File: config.mk
export PLATFORM = sky130hd
export DESIGN_NAME = draw_cell_highlight
export DESIGN_NICKNAME = d
export VERILOG_FILES = /design/src/rtl/draw_cell_highlight.sv
export SDC_FILE = /design/constraint.sdc
export NUM_CORES = 1
export LEC_CHECK = 0
export ABC_CLOCK_PERIOD_IN_PS = 10500
export CORE_ASPECT_RATIO = 2
export CORE_MARGIN = 10
export CORE_UTILIZATION = 60
export DETAILED_ROUTE_END_ITERATION = 6
export GPL_TIMING_DRIVEN = 0
export PLACE_DENSITY_LB_ADDON = 0.25
export REMOVE_ABC_BUFFERS = 1
export SETUP_SLACK_MARGIN = 0.1
export SYNTH_ARGS = -nofsm -noshare
export SYNTH_HDL_FRONTEND = slang
export SYNTH_SLANG_ARGS = --single-unit
File: constraint.sdc
create_clock -name pclk -period 10.5 [get_ports pclk]
set_input_delay 1.575 -clock pclk [delete_from_list [all_inputs] [get_ports pclk]]
set_output_delay 1.575 -clock pclk [all_outputs]
set_load 0.03 [all_outputs]
File: src/rtl/draw_cell_highlight.sv
// Highlights one selectable cell of a ROWS x COLS board in the player's colour, two-stage pixel pipeline.
// Optional blinking is built when CELL_BLINK_EN is defined; otherwise the highlight is steady.
module draw_cell_highlight #(
  parameter int          COLS         = 3,
  parameter int          ROWS         = 3,
  parameter int          X0           = 0,
  parameter int          Y0           = 11,
  parameter int          CELL_W       = 339,
  parameter int          CELL_H       = 248,
  parameter int          GAP          = 3,
  parameter int          BLINK_FRAMES = 30,
  parameter logic [11:0] COLOR_P0     = 12'h00f,
  parameter logic [11:0] COLOR_P1     = 12'hff0,
  localparam int         NCELL        = ROWS * COLS,
  localparam int         CW           = (NCELL > 1) ? $clog2(NCELL) : 1
) (
  input  logic          pclk,
  input  logic          rst,
  input  logic [10:0]   hcount_in,
  input  logic [10:0]   vcount_in,
  input  logic          hsync_in,
  input  logic          hblnk_in,
  input  logic          vsync_in,
  input  logic          vblnk_in,
  input  logic [11:0]   rgb_in,
  input  logic          start_en,
  input  logic          choice_en,
  input  logic          cell_valid,
  input  logic [CW-1:0] cell_sel,
  input  logic          player,
  output logic [10:0]   hcount_out,
  output logic [10:0]   vcount_out,
  output logic          hsync_out,
  output logic          hblnk_out,
  output logic          vsync_out,
  output logic          vblnk_out,
  output logic [11:0]   rgb_out
);

`ifdef CELL_BLINK_EN
  typedef enum logic [1:0] {IDLE, ON, OFF} state_t;
  localparam int FCW = $clog2(BLINK_FRAMES) + 1;
  logic [FCW-1:0] fcnt_q, fcnt_d;
`else
  typedef enum logic {IDLE, ON} state_t;
`endif

  state_t          state_q, state_d;
  logic            vsync_q;
  logic            boundary;
  logic            sel_ok, en_now;
  logic [CW-1:0]   sel_q;
  logic            player_q;
  logic [10:0]     x_lo_q, x_hi_q, y_lo_q, y_hi_q;
  logic [11:0]     x_lo_d, x_hi_d, y_lo_d, y_hi_d;
  int              col_i, row_i;
  logic            in_cell;

  logic [10:0]     hcount_p1_q, vcount_p1_q;
  logic            hsync_p1_q, hblnk_p1_q, vsync_p1_q, vblnk_p1_q;
  logic [11:0]     rgb_p1_q, color_p1_q;
  logic            hl_p1_q;

  assign boundary = vsync_in & ~vsync_q;
  assign sel_ok   = (int'(cell_sel) < NCELL);
  assign en_now   = start_en & ~choice_en & cell_valid & sel_ok;

  // Cell bounds are worked in 12 bits so the far edge of the last column cannot wrap.
  always_comb begin
    col_i  = int'(cell_sel) % COLS;
    row_i  = int'(cell_sel) / COLS;
    x_lo_d = 12'(X0 + col_i * (CELL_W + GAP));
    x_hi_d = x_lo_d + 12'(CELL_W - 1);
    y_lo_d = 12'(Y0 + row_i * (CELL_H + GAP));
    y_hi_d = y_lo_d + 12'(CELL_H - 1);
  end

  always_comb begin
    state_d = state_q;
`ifdef CELL_BLINK_EN
    fcnt_d  = fcnt_q;
`endif
    if (boundary) begin
      if (!en_now) begin
        state_d = IDLE;
`ifdef CELL_BLINK_EN
        fcnt_d  = '0;
`endif
      end else if (state_q == IDLE || cell_sel != sel_q) begin
        // A fresh selection always starts lit with a full ON period.
        state_d = ON;
`ifdef CELL_BLINK_EN
        fcnt_d  = '0;
      end else if (fcnt_q == FCW'(BLINK_FRAMES - 1)) begin
        state_d = (state_q == ON) ? OFF : ON;
        fcnt_d  = '0;
      end else begin
        fcnt_d  = fcnt_q + 1'b1;
`endif
      end
    end
  end

  always_ff @(posedge pclk or posedge rst) begin
    if (rst) begin
      state_q  <= IDLE;
      vsync_q  <= 1'b0;
      sel_q    <= '0;
      player_q <= 1'b0;
      x_lo_q   <= '0;
      x_hi_q   <= '0;
      y_lo_q   <= '0;
      y_hi_q   <= '0;
`ifdef CELL_BLINK_EN
      fcnt_q   <= '0;
`endif
    end else begin
      state_q <= state_d;
      vsync_q <= vsync_in;
`ifdef CELL_BLINK_EN
      fcnt_q  <= fcnt_d;
`endif
      if (boundary) begin
        sel_q    <= cell_sel;
        player_q <= player;
        x_lo_q   <= x_lo_d[10:0];
        x_hi_q   <= x_hi_d[10:0];
        y_lo_q   <= y_lo_d[10:0];
        y_hi_q   <= y_hi_d[10:0];
      end
    end
  end

  assign in_cell = (hcount_in >= x_lo_q) && (hcount_in <= x_hi_q) &&
                   (vcount_in >= y_lo_q) && (vcount_in <= y_hi_q);

  // Stage 1: register timing and pixel, resolve cell hit against the current frame's snapshot.
  always_ff @(posedge pclk or posedge rst) begin
    if (rst) begin
      hcount_p1_q <= '0;
      vcount_p1_q <= '0;
      hsync_p1_q  <= 1'b0;
      hblnk_p1_q  <= 1'b0;
      vsync_p1_q  <= 1'b0;
      vblnk_p1_q  <= 1'b0;
      rgb_p1_q    <= '0;
      color_p1_q  <= '0;
      hl_p1_q     <= 1'b0;
    end else begin
      hcount_p1_q <= hcount_in;
      vcount_p1_q <= vcount_in;
      hsync_p1_q  <= hsync_in;
      hblnk_p1_q  <= hblnk_in;
      vsync_p1_q  <= vsync_in;
      vblnk_p1_q  <= vblnk_in;
      rgb_p1_q    <= rgb_in;
      color_p1_q  <= player_q ? COLOR_P1 : COLOR_P0;
      hl_p1_q     <= (state_q == ON) && in_cell;
    end
  end

  // Stage 2: colour substitution outside blanking.
  always_ff @(posedge pclk or posedge rst) begin
    if (rst) begin
      hcount_out <= '0;
      vcount_out <= '0;
      hsync_out  <= 1'b0;
      hblnk_out  <= 1'b0;
      vsync_out  <= 1'b0;
      vblnk_out  <= 1'b0;
      rgb_out    <= '0;
    end else begin
      hcount_out <= hcount_p1_q;
      vcount_out <= vcount_p1_q;
      hsync_out  <= hsync_p1_q;
      hblnk_out  <= hblnk_p1_q;
      vsync_out  <= vsync_p1_q;
      vblnk_out  <= vblnk_p1_q;
      rgb_out    <= (hl_p1_q && !hblnk_p1_q && !vblnk_p1_q) ? color_p1_q : rgb_p1_q;
    end
  end

endmodule

# Yosys cells after proc, flatten, opt, wreduce, memory -nomap -nowiden
# Cells that the tools add are included.
[word_totals] reg_bits=138 wordCells=58
[classes] add_sub_neg=3 mul=2 n_div=2 magnitude_cmp=5 n_eq_ne=2 mux=4 bitwise_logic=7 n_reduce_logical=10
[ops] cell="$div 5x3->32 const B" n=1
[ops] cell="$mod 5x3->32 const B" n=1
[ops] cell="$mul 32x9->10 const B" n=1
[ops] cell="$mul 32x9->11 const B" n=1
[ops] cell="$mux 12" n=2
[ops] cell="$ge 11x11->1" n=2
[ops] cell="$le 11x11->1" n=2
[ops] cell="$add 11x8->11 const B" n=1
[ops] cell="$add 11x9->11 const B" n=1
[ops] cell="$add 5x11->11 const A" n=1
[ops] cell="$logic_and 1x1->1" n=6
[ops] cell="$and 1x1->1" n=4
[ops] cell="$lt 4x4->1 const B" n=1
[ops] cell="$ne 4x4->1" n=1
[ops] cell="$not 1->1" n=3
[ops] cell="$logic_not 1->1" n=2
[ops] cell="$mux 1" n=2
[ops] cell="$ne 2x1->1 const B" n=1
[ops] cell="$reduce_and 2->1" n=1
[ops] cell="$logic_or 1x1->1" n=1

# Depth between registers and ports, before layout
[logic_depth] depth_word=6 ltp_mapped=36 ltp_nobuf=32

# Worst setup path before layout
# OpenSTA, ideal clock, no wires.
[synth_timing] path_type="input to register" from="input port cell_sel[2]" to="register x_hi_q[10]" t_arrival_ps=7399 required_ps=10371 setup_slack_ps=2972 cell_stages=32 cell_sequence="buf_2 -> inv_1 -> nor2_1 -> ha_1 -> buf_4 -> a21boi_0 -> or3_1 -> buf_6 -> a21boi_0 -> ha_1 -> inv_1 -> o211ai_1 -> a211oi_2 -> nor2b_1 -> buf_6 -> inv_2 -> nand3_1 -> xnor2_1 -> ha_1 -> ha_1 -> inv_1 -> fa_1 -> fa_1 -> inv_1 -> ha_1 -> a21oi_1 -> o21ai_0 -> xnor2_1 -> xnor2_1 -> xnor3_1 -> xnor2_1 -> o21ai_1"
[synth_via] elab_chain_cells=3
[synth_rtl] element="from (decl)" line_no="29" text="input logic [CW-1:0] cell_sel,"
[synth_rtl] element="$mod 5x3->32" line_no="70" text="col_i = int'(cell_sel) % COLS;"
[synth_rtl] element="$mul 32x9->10" line_no="72" text="x_lo_d = 12'(X0 + col_i * (CELL_W + GAP));"
[synth_rtl] element="$add 11x9->11" line_no="73" text="x_hi_d = x_lo_d + 12'(CELL_W - 1);"
[synth_rtl] element="to (signal assigned)" line_no="127" text="x_hi_q <= x_hi_d[10:0];"
[synth_rtl] element="to (decl)" line_no="54" text="logic [10:0] x_lo_q, x_hi_q, y_lo_q, y_hi_q;"
# No other way between the ends.
# A chain may end at the register's enable or synchronous reset.

# Worst setup path in the final report
# Same ends and word-level chain as after synthesis.

==> run summary <==
Worst Hold Class: register to register
Tcrit/Tclk final: 89.2%
Final hold vios: 0
Clk buf depth: 2
Critical Path RT: 10.75 ns
Comb pwr share: 47.4%
Internal power: 0.00145 W
Share of layout cells above drive strength 1: 6.35%
YS warnings: 0
Final min period: 9.36 ns
Row count: 56
TritonCTS clock tree: built
EDFF count, synth: 0
Clk pwr share: 27.2%
CTS sink cnt: 123
DIE HEIGHT: 175 um
Final count of negative-setup-slack endpoints: 0
Status: completed
Vias post-DR: 5,303
Clock root buffer: clkbuf_16
Final Util: 75.0%
Gr usage total: 21.0%
Antenna cells: 0
Port bufs: 85
Drt via density: 5.69
Main synth FF type: dfrtp_1
Sw Share: 37.6%
Num CTS Buffers: 17
Fill cells: 781
Met2 usage: 40.9%
Io pins: 86
Worst slew pin tran: 0.919 ns
Post-route setup TNS: 0 ns
Post-Layout Cell Count: 932
P_sw: 0.000873 W
Vias in the first global route: 5,854
Post-Syn Area: 7200 um^2
Cells after DPL: 900
Crit end category: register
Initial Utilization: 61.2%
Final Max Tran Viols: 0
Max_slew headroom: 38.7%
Avg Inst Size Synth: 10.5 um^2
Met1 Usage GRT: 20.5%
CP arrival: 9.62 ns
Register share of total power: 25.4%
Area delta synth->final: 22.6%
Antenna Nets Post-Route: 0
# Post-CTS Setup Buffers: 0
Delay of the slowest critical-path stage: 0.68 ns
Hold buffer count at CTS: 0
GR Overflow Total: 0
Global-route wire length before repair: 29,200 um
#FFs+latches synth: 123
Top achievable clock speed: 107 MHz
CTS clk-pin slew, worst paths: 0.06 ns
Worst-path fanout max: 12
Ys async rst share: 100%
Largest net degree at the start of global routing: 72
Leakage: 4.30 nW
Final wirelength: 17,600 um
Post_cts resized: 0
Synthesized netlist cell count: 688
Slowest cell on the critical path: clkdlybuf4s50_1
Max rail drop VDD: 242 uV
Die ar.: 17,100 um^2
Routing usage on met3: 3.63%
Setup Skew: 0.00714 ns
Initial antenna violation count: 0
Final layout net count: 945
DRT Pass-1 Iters: 4
H-Tree Depth: 4
RSZ-0062 raised after global routing: no
Critical Path Source Type: primary input
DRC errors left: 0
Core area: 11,800 um^2
CP most frequent cell: ha_1
Dpl hpwl: 12,700 um
DR WL/cell: 18.9 um
Clk_lat worst skew: 0.41 ns
GP Congestion: 0.868
Critical path class: primary input to register
Drt initial violations: 257
Power density over the cells: 263 nW/um^2
GRT busiest layer: met2
Hold Worst Slack: 0.344 ns
Die Width: 97.5 um
Cell variety after synth: 61
Maxcap violations: 0
Seq/Total Area, Yosys: 42.7%
## critical path, delay by kind of cell
kind	cells	cell delay (ns)
buffers and inverters	6	1.28
AND/OR/NAND/NOR	4	1.32
XOR/XNOR	5	1.11
adder cells (fa/ha/maj)	7	2.67
AO/OA/AOI/OAI	7	1.66
## worst paths after layout
kind | startpoint | end | slack (ns) | depth (start not counted)
max | cell_sel[2] | x_hi_q[10] | 1.14 | 29
min | hcount_p1_q[4] | hcount_out[4] | 0.34 | 0
max reg2reg | x_hi_q[2] | hl_p1_q | 7.83 | 11
min reg2reg | hcount_p1_q[4] | hcount_out[4] | 0.34 | 0
max in group asynchronous | rst | hcount_p1_q[3] | 8.13 | 3
min in group asynchronous | rst | hblnk_out | 1.61 | 2
## cells in the mapped netlist, types with 3 or more instances
cell type | count | area share, %
nand2_1 | 64 | 3.3
inv_1 | 98 | 5.1
o211ai_1 | 4 | 0.42
and3_1 | 3 | 0.26
nor2_1 | 20 | 1.0
buf_2 | 3 | 0.21
a21boi_0 | 4 | 0.42
a21o_1 | 23 | 2.4
nand3_1 | 7 | 0.49
nand2b_1 | 3 | 0.26
o21ai_0 | 51 | 3.5
xnor2_1 | 29 | 3.5
fa_1 | 15 | 4.2
a31oi_1 | 3 | 0.26
nor3_1 | 3 | 0.21
dfrtp_1 | 123 | 43
o31ai_1 | 5 | 0.52
ha_1 | 108 | 19
clkbuf_1 | 14 | 0.73
xor2_1 | 12 | 1.5
o21a_1 | 14 | 1.5
a21oi_1 | 25 | 1.7
nand4_1 | 5 | 0.43
nor2b_1 | 6 | 0.52
## power groups by stage
| stage | Clock [W] | Combinational (W) | Sequential, W |
|---|---|---|---|
| after floorplan | 0 | 0.000818 | 0.000599 |
| after CTS | 0.000633 | 0.00111 | 0.000589 |
| after global placement | 0 | 0.00102 | 0.000588 |
| after global routing | 0.000656 | 0.00124 | 0.000596 |
| after detailed placement | 0 | 0.00107 | 0.000592 |
| final | 0.000630 | 0.00110 | 0.000590 |
## sequential cells by signal, summed over array words and instances (netlist names), 11 cells and up
register     cells
y_hi_q          11
hcount_p1_q     11
vcount_out      11
rgb_out         12
vcount_p1_q     11
rgb_p1_q        12
y_lo_q          11
hcount_out      11
## metal layers
| metal | up-vias | part of all wire [%] |
|---|---|---|
| met5 | - | 0 |
| met4 | 0 | 3.3 |
| met3 | 43 | 3.4 |
| met2 | 155 | 57 |
| met1 | 2634 | 36 |
| li1 | 2471 | - |
## cells in the final DEF, fill, tap and decap left out, types with 3 or more instances in the layout
cell             instances
a21boi_0                 4
a21o_1                  23
a21oi_1                 25
a31oi_1                  3
and3_1                   3
bufinv_16                4
clkbuf_16               17
clkdlybuf4s50_1         85
clkinvlp_4               4
dfrtp_1                123
fa_1                    15
ha_1                   108
inv_1                   97
inv_6                    3
nand2_1                 64
nand3_1                  7
nand4_1                  5
nor2_1                  20
nor2b_1                  5
nor3_1                   3
o211ai_1                 4
o21a_1                  14
o21ai_0                 51
o31ai_1                  5
xnor2_1                 29
xor2_1                  12
## layout make-up
cell class                      count  area [um^2]  area share (%)
Clock inverter                     12          185            2.10
Multi-Input combinational cell    445         3650            41.4
Timing Repair Buffer               87          893            10.1
Tap cell                          145          181            2.05
Inverter                          100          383            4.34
Sequential cell                   123         3080            34.9
Clock buffer                       20          457            5.17
## cell families (layout without fill, tap and decap cells)
kind of cell | after synthesis | after routing | share of synthesized area [%]
compound gates | 153 | 153 | 13.8
xor+xnor | 43 | 43 | 5.52
fa+ha+maj | 123 | 123 | 22.9
buf+inv | 120 | 219 | 6.63
flops | 123 | 123 | 42.7
mux | 1 | 1 | 0.139
simple gates | 125 | 125 | 8.25
## through the flow
stage	power [W]	setup slack, ns	area, um^2
5_1_grt	0.00249	0.563	8830
3_5_place_dp	0.00167	0.721	8190
2_1_floorplan	0.00142	2.81	7110
6_report	0.00232	1.14	8830
4_1_cts	0.00233	1.13	8830
3_3_place_gp	0.00161	1.00	8140
Power figures use the tool's default switching activity.
